<file path="src/rtl/cov_toggle_monitor_if.sv">
// cov_toggle_monitor_if: sampling, read-port and summary-scan signals of the toggle monitor
// master drives samples and requests; slave (the monitor) returns responses and totals
interface cov_toggle_monitor_if #(
  parameter int NUM_CH = 4,
  parameter int WIDTH = 8,
  parameter int CNT_W = 16
);
  localparam int AW = NUM_CH > 1 ? $clog2(NUM_CH) : 1;
  localparam int TW = $clog2(NUM_CH * (WIDTH + 1) + 1);
  logic cov_en;
  logic sample_valid;
  logic [NUM_CH*WIDTH-1:0] sample_data;
  logic clear_req;
  logic rd_valid;
  logic rd_ready;
  logic [AW-1:0] rd_addr;
  logic rsp_valid;
  logic rsp_err;
  logic [CNT_W-1:0] rsp_count;
  logic [WIDTH-1:0] rsp_rise;
  logic [WIDTH-1:0] rsp_fall;
  logic sum_req;
  logic sum_busy;
  logic sum_done;
  logic [TW-1:0] covered_total;
  logic [TW-1:0] bins_total;
  modport master (
    output cov_en, sample_valid, sample_data, clear_req, rd_valid, rd_addr, sum_req,
    input rd_ready, rsp_valid, rsp_err, rsp_count, rsp_rise, rsp_fall, sum_busy, sum_done,
    covered_total, bins_total
  );
  modport slave (
    input cov_en, sample_valid, sample_data, clear_req, rd_valid, rd_addr, sum_req,
    output rd_ready, rsp_valid, rsp_err, rsp_count, rsp_rise, rsp_fall, sum_busy, sum_done,
    covered_total, bins_total
  );
endinterface

</file>
<file path="src/rtl/cov_toggle_monitor.sv">
// cov_toggle_monitor: per-channel toggle coverage (change counters, rise/fall masks), read port and summary scan
// ports: clock, reset (synchronous, active-high); bus (slave modport) carries sampling, read and summary signals
module cov_toggle_monitor #(
  parameter int NUM_CH = 4,
  parameter int WIDTH = 8,
  parameter int CNT_W = 16,
  parameter int THRESH = 1
) (
  input logic clock,
  input logic reset,
  cov_toggle_monitor_if.slave bus
);
  localparam int AW = NUM_CH > 1 ? $clog2(NUM_CH) : 1;
  localparam int TW = $clog2(NUM_CH * (WIDTH + 1) + 1);
  typedef enum logic [1:0] {IDLE, SCAN, DONE} state_t;
  state_t state_q;
  logic [CNT_W-1:0] cnt_q [NUM_CH];
  logic [WIDTH-1:0] rise_q [NUM_CH];
  logic [WIDTH-1:0] fall_q [NUM_CH];
  logic [WIDTH-1:0] last_q [NUM_CH];
  logic primed_q;
  logic [AW-1:0] idx_q;
  logic [TW-1:0] acc_q, acc_d, covered_q;
  logic done_q, rsp_valid_q, rsp_err_q;
  logic [CNT_W-1:0] rsp_count_q;
  logic [WIDTH-1:0] rsp_rise_q, rsp_fall_q;
  logic rd_acc, in_rng, clr, smp;
  assign clr = reset || bus.clear_req;
  assign smp = bus.cov_en && bus.sample_valid;
  assign rd_acc = bus.rd_valid && state_q == IDLE;
  assign in_rng = int'(bus.rd_addr) < NUM_CH;
  assign acc_d = acc_q + TW'(cnt_q[idx_q] >= CNT_W'(THRESH)) + TW'($countones(rise_q[idx_q] & fall_q[idx_q]));
  always_ff @(posedge clock)
    if (clr) primed_q <= 1'b0;
    else if (smp) primed_q <= 1'b1;
  for (genvar c = 0; c < NUM_CH; c++) begin : g_ch
    logic [WIDTH-1:0] new_w;
    assign new_w = bus.sample_data[c*WIDTH +: WIDTH];
    always_ff @(posedge clock)
      if (clr) begin
        cnt_q[c] <= '0;
        rise_q[c] <= '0;
        fall_q[c] <= '0;
        last_q[c] <= '0;
      end else if (smp) begin
        last_q[c] <= new_w;
        if (primed_q && new_w != last_q[c]) begin
          cnt_q[c] <= cnt_q[c] + CNT_W'(cnt_q[c] != '1);
          rise_q[c] <= rise_q[c] | (new_w & ~last_q[c]);
          fall_q[c] <= fall_q[c] | (last_q[c] & ~new_w);
        end
      end
  end
  always_ff @(posedge clock)
    if (reset) begin
      rsp_valid_q <= 1'b0;
      rsp_err_q <= 1'b0;
      rsp_count_q <= '0;
      rsp_rise_q <= '0;
      rsp_fall_q <= '0;
    end else begin
      rsp_valid_q <= rd_acc;
      if (rd_acc) begin
        rsp_err_q <= !in_rng;
        rsp_count_q <= in_rng ? cnt_q[bus.rd_addr] : '0;
        rsp_rise_q <= in_rng ? rise_q[bus.rd_addr] : '0;
        rsp_fall_q <= in_rng ? fall_q[bus.rd_addr] : '0;
      end
    end
  // a read request in IDLE takes precedence over a coincident sum_req
  always_ff @(posedge clock)
    if (reset) begin
      state_q <= IDLE;
      idx_q <= '0;
      acc_q <= '0;
      covered_q <= '0;
      done_q <= 1'b0;
    end else begin
      done_q <= 1'b0;
      if (bus.clear_req) state_q <= IDLE;
      else
        case (state_q)
          IDLE:
            if (bus.sum_req && !bus.rd_valid) begin
              state_q <= SCAN;
              idx_q <= '0;
              acc_q <= '0;
            end
          SCAN: begin
            acc_q <= acc_d;
            idx_q <= idx_q + AW'(1);
            if (idx_q == AW'(NUM_CH - 1)) state_q <= DONE;
          end
          DONE: begin
            covered_q <= acc_q;
            done_q <= 1'b1;
            state_q <= IDLE;
          end
          default: state_q <= IDLE;
        endcase
    end
  assign bus.rd_ready = state_q == IDLE;
  assign bus.rsp_valid = rsp_valid_q;
  assign bus.rsp_err = rsp_err_q;
  assign bus.rsp_count = rsp_count_q;
  assign bus.rsp_rise = rsp_rise_q;
  assign bus.rsp_fall = rsp_fall_q;
  assign bus.sum_busy = state_q != IDLE;
  assign bus.sum_done = done_q;
  assign bus.covered_total = covered_q;
  assign bus.bins_total = TW'(NUM_CH * (WIDTH + 1));
endmodule

</file>
<file path="src/flat_wrapper.sv">
// flat-port wrapper written by rule: the top's interface ports become plain ports
module cov_toggle_monitor_flat 
#(
  parameter int NUM_CH = 4,
  parameter int WIDTH = 8,
  parameter int CNT_W = 16,
  parameter int THRESH = 1
)
  (clock, reset, bus_cov_en, bus_sample_valid, bus_sample_data, bus_clear_req, bus_rd_valid, bus_rd_addr, bus_sum_req, bus_rd_ready, bus_rsp_valid, bus_rsp_err, bus_rsp_count, bus_rsp_rise, bus_rsp_fall, bus_sum_busy, bus_sum_done, bus_covered_total, bus_bins_total);
  cov_toggle_monitor_if #(.NUM_CH(NUM_CH), .WIDTH(WIDTH), .CNT_W(CNT_W)) bus_i ();
  input logic clock;
  input logic reset;
  input wire logic [$bits(bus_i.cov_en)-1:0] bus_cov_en;
  input wire logic [$bits(bus_i.sample_valid)-1:0] bus_sample_valid;
  input wire logic [$bits(bus_i.sample_data)-1:0] bus_sample_data;
  input wire logic [$bits(bus_i.clear_req)-1:0] bus_clear_req;
  input wire logic [$bits(bus_i.rd_valid)-1:0] bus_rd_valid;
  input wire logic [$bits(bus_i.rd_addr)-1:0] bus_rd_addr;
  input wire logic [$bits(bus_i.sum_req)-1:0] bus_sum_req;
  output wire logic [$bits(bus_i.rd_ready)-1:0] bus_rd_ready;
  output wire logic [$bits(bus_i.rsp_valid)-1:0] bus_rsp_valid;
  output wire logic [$bits(bus_i.rsp_err)-1:0] bus_rsp_err;
  output wire logic [$bits(bus_i.rsp_count)-1:0] bus_rsp_count;
  output wire logic [$bits(bus_i.rsp_rise)-1:0] bus_rsp_rise;
  output wire logic [$bits(bus_i.rsp_fall)-1:0] bus_rsp_fall;
  output wire logic [$bits(bus_i.sum_busy)-1:0] bus_sum_busy;
  output wire logic [$bits(bus_i.sum_done)-1:0] bus_sum_done;
  output wire logic [$bits(bus_i.covered_total)-1:0] bus_covered_total;
  output wire logic [$bits(bus_i.bins_total)-1:0] bus_bins_total;
  assign bus_i.cov_en = bus_cov_en;
  assign bus_i.sample_valid = bus_sample_valid;
  assign bus_i.sample_data = bus_sample_data;
  assign bus_i.clear_req = bus_clear_req;
  assign bus_i.rd_valid = bus_rd_valid;
  assign bus_i.rd_addr = bus_rd_addr;
  assign bus_i.sum_req = bus_sum_req;
  assign bus_rd_ready = bus_i.rd_ready;
  assign bus_rsp_valid = bus_i.rsp_valid;
  assign bus_rsp_err = bus_i.rsp_err;
  assign bus_rsp_count = bus_i.rsp_count;
  assign bus_rsp_rise = bus_i.rsp_rise;
  assign bus_rsp_fall = bus_i.rsp_fall;
  assign bus_sum_busy = bus_i.sum_busy;
  assign bus_sum_done = bus_i.sum_done;
  assign bus_covered_total = bus_i.covered_total;
  assign bus_bins_total = bus_i.bins_total;
  cov_toggle_monitor #(.NUM_CH(NUM_CH), .WIDTH(WIDTH), .CNT_W(CNT_W), .THRESH(THRESH)) u_core (.clock(clock), .reset(reset), .bus(bus_i));
endmodule
</file>
<file path="config.mk">
export PLATFORM = sky130hd
export DESIGN_NAME = cov_toggle_monitor_flat
export DESIGN_NICKNAME = d
export VERILOG_FILES = /design/src/rtl/cov_toggle_monitor_if.sv /design/src/rtl/cov_toggle_monitor.sv /design/src/flat_wrapper.sv
export SDC_FILE = /design/constraint.sdc
export NUM_CORES = 1
export LEC_CHECK = 0
export ABC_AREA = 1
export CAP_MARGIN = 10
export CORE_ASPECT_RATIO = 1.2
export CORE_MARGIN = 4
export CORE_UTILIZATION = 51
export DETAILED_ROUTE_END_ITERATION = 16
export DONT_BUFFER_PORTS = 1
export HOLD_SLACK_MARGIN = 0.05
export PLACE_DENSITY = 0.68
export SLEW_MARGIN = 30
export SYNTH_ARGS = -nofsm -noshare
export SYNTH_HDL_FRONTEND = slang
export SYNTH_SLANG_ARGS = --single-unit
</file>
<file path="constraint.sdc">
create_clock -name clock -period 4.8 [get_ports clock]
set_input_delay 0.72 -clock clock [delete_from_list [all_inputs] [get_ports clock]]
set_output_delay 0.72 -clock clock [all_outputs]
set_load 0.05 [all_outputs]
</file>
==> metrics.md <==
| Metric | Value |
|---|---|
| Routed len/inst | `17.0 um` |
| R2r endpoint | `u_core.acc_q[5]$_SDFFE_PP0P_` |
| N_diodes | `0` |
| Crit. End Element | `register` |
| Synth top area share | `38.6%` |
| Post-CTS setup buffers | `0` |
| Post-Layout Cell Count | `1867` |
| Min-Delay Path Depth | `1` |
| Placed Cells | `1824` |
| Main area contributors after synthesis | `edfxtp_1 (39%), nor2_1 (8.8%), ha_1 (8.5%)` |
| Tmin final | `4.12 ns` |
| Total Wirelength | `31.7 mm` |
| Synth async-reset ratio | `0%` |
| Synth Area per Inst | `8.05 um^2` |
| Chip width | `151 um` |
| Vias per cell | `5.26` |
| Slew @ Worst Pin | `0.775 ns` |
| Worst reg2reg setup slack | `0.68 ns` |
| Leak Pwr | `0.00583 uW` |
| Hold_sp | `reset` |
| Max Slew Vio Count | `0` |
| Pre-antenna DRT Iters | `5` |
| RSZ-0062 raised after global routing | `false` |
| Layout area overhead | `8.10%` |
| Hpwl dp | `23.6 mm` |
| GRT Residual Overflow | `0` |
| Max-Cap Viols | `0` |
| Critical-path maximum fanout | `20` |
| Final hold slack | `0.273 ns` |
| Status | `finished clean` |
| Crit-path cells | `inv_1, nor3_1, o21ai_0, inv_1, ha_1, fa_1, inv_1, fa_1, fa_1, inv_1, ha_1, fa_1, nand3_1, nand2_1, nand3_1, nand2_1, nand2_1, nor2_1` |
| Crit path max-delay family | `adder cells` |
| Worst path bufs/invs | `4` |
| Yosys Warn Count | `0` |
| Worst-path clk slew | `0.06 ns` |
| Clock Sinks | `213` |
| First-pass GRT wire length | `49.3 mm` |
| CTS tree | `yes` |
| Worst Clk Skew | `0.0138 ns` |
| FF/Latch Area | `5870 um^2` |
| Setup_tns | `0 ns` |
| # IOs | `90` |
| # resized after CTS | `0` |
| Die area | `27000 um^2` |
| PortBufs | `0` |
| Highest-count cells in the layout ignoring fill and taps | `nor2_1 (293), inv_1 (264), nand2_1 (192), edfxtp_1 (160), o21ai_0 (147)` |
| Fin. Hold Viols | `0` |
| TritonCTS buffer count | `24` |
| Synth cell types | `34` |
| Peak VDD IR | `0.216 mV` |
| Placement row count | `62` |
| Nets | `1662` |
| Filler cell count | `2209` |
| EDFF count, synth | `160` |
| Starting DRT DRC Count | `762` |
| Clk_lat worst skew | `0.52 ns` |
| CP peak stage delay | `0.51 ns` |
| Path type of the worst min-delay path | `in -> reg` |
| Mapped Area | `12500 um^2` |
| GRT Total Usage | `23.4%` |
| CP max-delay cell | `fa_1` |
| Initial antenna violation count | `0` |
| Clk buf depth | `3` |
| Setup violations, final | `0` |
| #FFs+latches synth | `213` |
| Worst Reg-to-Reg Cells | `18` |
| Dominant cell type by area after synthesis | `edfxtp_1` |
| Cts hold-fix bufs | `0` |
| Kind of critical path | `reg -> reg` |
| Hold endpoint | `u_core.bus.sum_done$_SDFF_PP0_` |
| Initial Utilization | `52.0%` |
| Via count | `9812` |
| Slew HR | `48.0%` |
| Post-route DRC | `0` |
| Cells after synthesis | `1547` |
| CP arrival | `4.53 ns` |
| Most used flip-flop cell after synthesis | `edfxtp_1` |
| Final ANT Viol Nets | `0` |
| Cell Pwr Density | `325 nW/um^2` |
| Core Area | `24000 um^2` |
| Max H-tree Level | `1` |
| Placer Congestion | `0.949` |
| Vias in the first global route | `9194` |
| Crit share post-route | `85.8%` |
| Fmax | `243 MHz` |
| Die Y | `179 um` |
| Sequential area share after synthesis | `47.1%` |
| Most common cell after layout, fill and taps aside | `nor2_1` |
| Critical Path Source Type | `register` |
| CP required | `5.21 ns` |
| Multi-input logic area | `5320 um^2` |
| CTS root buf | `clkbuf_16` |
| Layout cell share with drive strength beyond 1 | `4.52%` |
| Pin count of the biggest net entering global routing | `86` |
## state kept, by name (all words and copies together) (netlist names), named ones only
name                      cells
u_core.acc_q                  6
u_core.bus.covered_total      6
u_core.bus.rsp_count         16
u_core.bus.rsp_fall           8
u_core.bus.rsp_rise           8
u_core.bus.rsp_valid          1
u_core.bus.sum_done           1
u_core.cnt_q                 64
u_core.fall_q                32
u_core.idx_q                  2
u_core.last_q                32
u_core.primed_q               1
u_core.rise_q                32
u_core.state_q                2
## cells in the mapped netlist, types with 9 or more instances
master,count
a21oi_1,117
buf_2,19
buf_4,9
clkbuf_1,26
dfxtp_1,53
edfxtp_1,160
ha_1,85
inv_1,265
nand2_1,193
nand3_1,69
nand4_1,11
nor2_1,293
nor2_2,9
nor3_1,24
o21ai_0,147
xor2_1,12
## cells by family after synthesis
| kind of cell | share of synthesized area (%) |
|---|---|
| compound gates | 11.2 |
| xor+xnor | 1.27 |
| fa+ha+maj | 9.50 |
| buf+inv | 10.4 |
| flops | 47.1 |
| other cells | 0.0603 |
| simple gates | 20.5 |
## layer usage
| layer | vias up | track usage (%) | share of wire, % |
|---|---|---|---|
| met3 | 71 | 3.57 | 5.7 |
| li1 | 4933 | - | - |
| met5 | - | 0 | 0 |
| met1 | 4532 | 28.5 | 40 |
| met2 | 276 | 41.2 | 50 |
| met4 | 0 | 9.60 | 4.4 |
## cell type report
cell class	count	share of cell area, %
flip-flops and latches	213	43.6
clock inverters	2	0.0929
repair buffers	11	0.613
inverters	271	7.56
well taps	320	2.97
clock buffers	41	5.69
multi-input cells	1009	39.5
## power breakdown
part / total (uW) / switching, uW / internal, uW
Combinational: 349 / 237 / 112
Clock: 1800 / 723 / 1080
Sequential: 2230 / 163 / 2070
Total: 4380 / 1120 / 3260
## worst reg2reg max path, cell delays in order (launching register included)
cell and delay (ns):
dfxtp_1 0.31, inv_1 0.48, nor3_1 0.09, o21ai_0 0.19
inv_1 0.08, ha_1 0.32, fa_1 0.51, inv_1 0.06
fa_1 0.43, fa_1 0.49, inv_1 0.04, ha_1 0.22
fa_1 0.41, nand3_1 0.10, nand2_1 0.05, nand3_1 0.09
nand2_1 0.05, nand2_1 0.05, nor2_1 0.04
## worst max-delay path by stage
stage / startpoint / endpoint / slack (ns) / depth (start not counted)
final: register / u_core.acc_q[5]$_SDFFE_PP0P_ / 0.68 / 18
after floorplan: register / u_core.acc_q[5]$_SDFFE_PP0P_ / 0.99 / 19
after global placement: register / u_core.acc_q[5]$_SDFFE_PP0P_ / 0.79 / 18
after global routing: register / u_core.acc_q[5]$_SDFFE_PP0P_ / 0.42 / 18
after detailed placement: register / u_core.acc_q[5]$_SDFFE_PP0P_ / 0.69 / 18
after CTS: register / u_core.acc_q[5]$_SDFFE_PP0P_ / 0.69 / 18
## per-stage QoR
step | power (uW) | utilization (%) | area (um^2) | setup WS [ns]
final | 4380 | 56.2 | 13500 | 0.682
after global placement | 2610 | 52.9 | 12700 | 0.791
after CTS | 4430 | 56.2 | 13500 | 0.685
after floorplan | 2510 | - | 12500 | 0.993
after detailed placement | 2620 | 52.9 | 12700 | 0.685
after global routing | 4560 | 56.2 | 13500 | 0.421
Note: power is estimated with default switching activity, not from simulation.
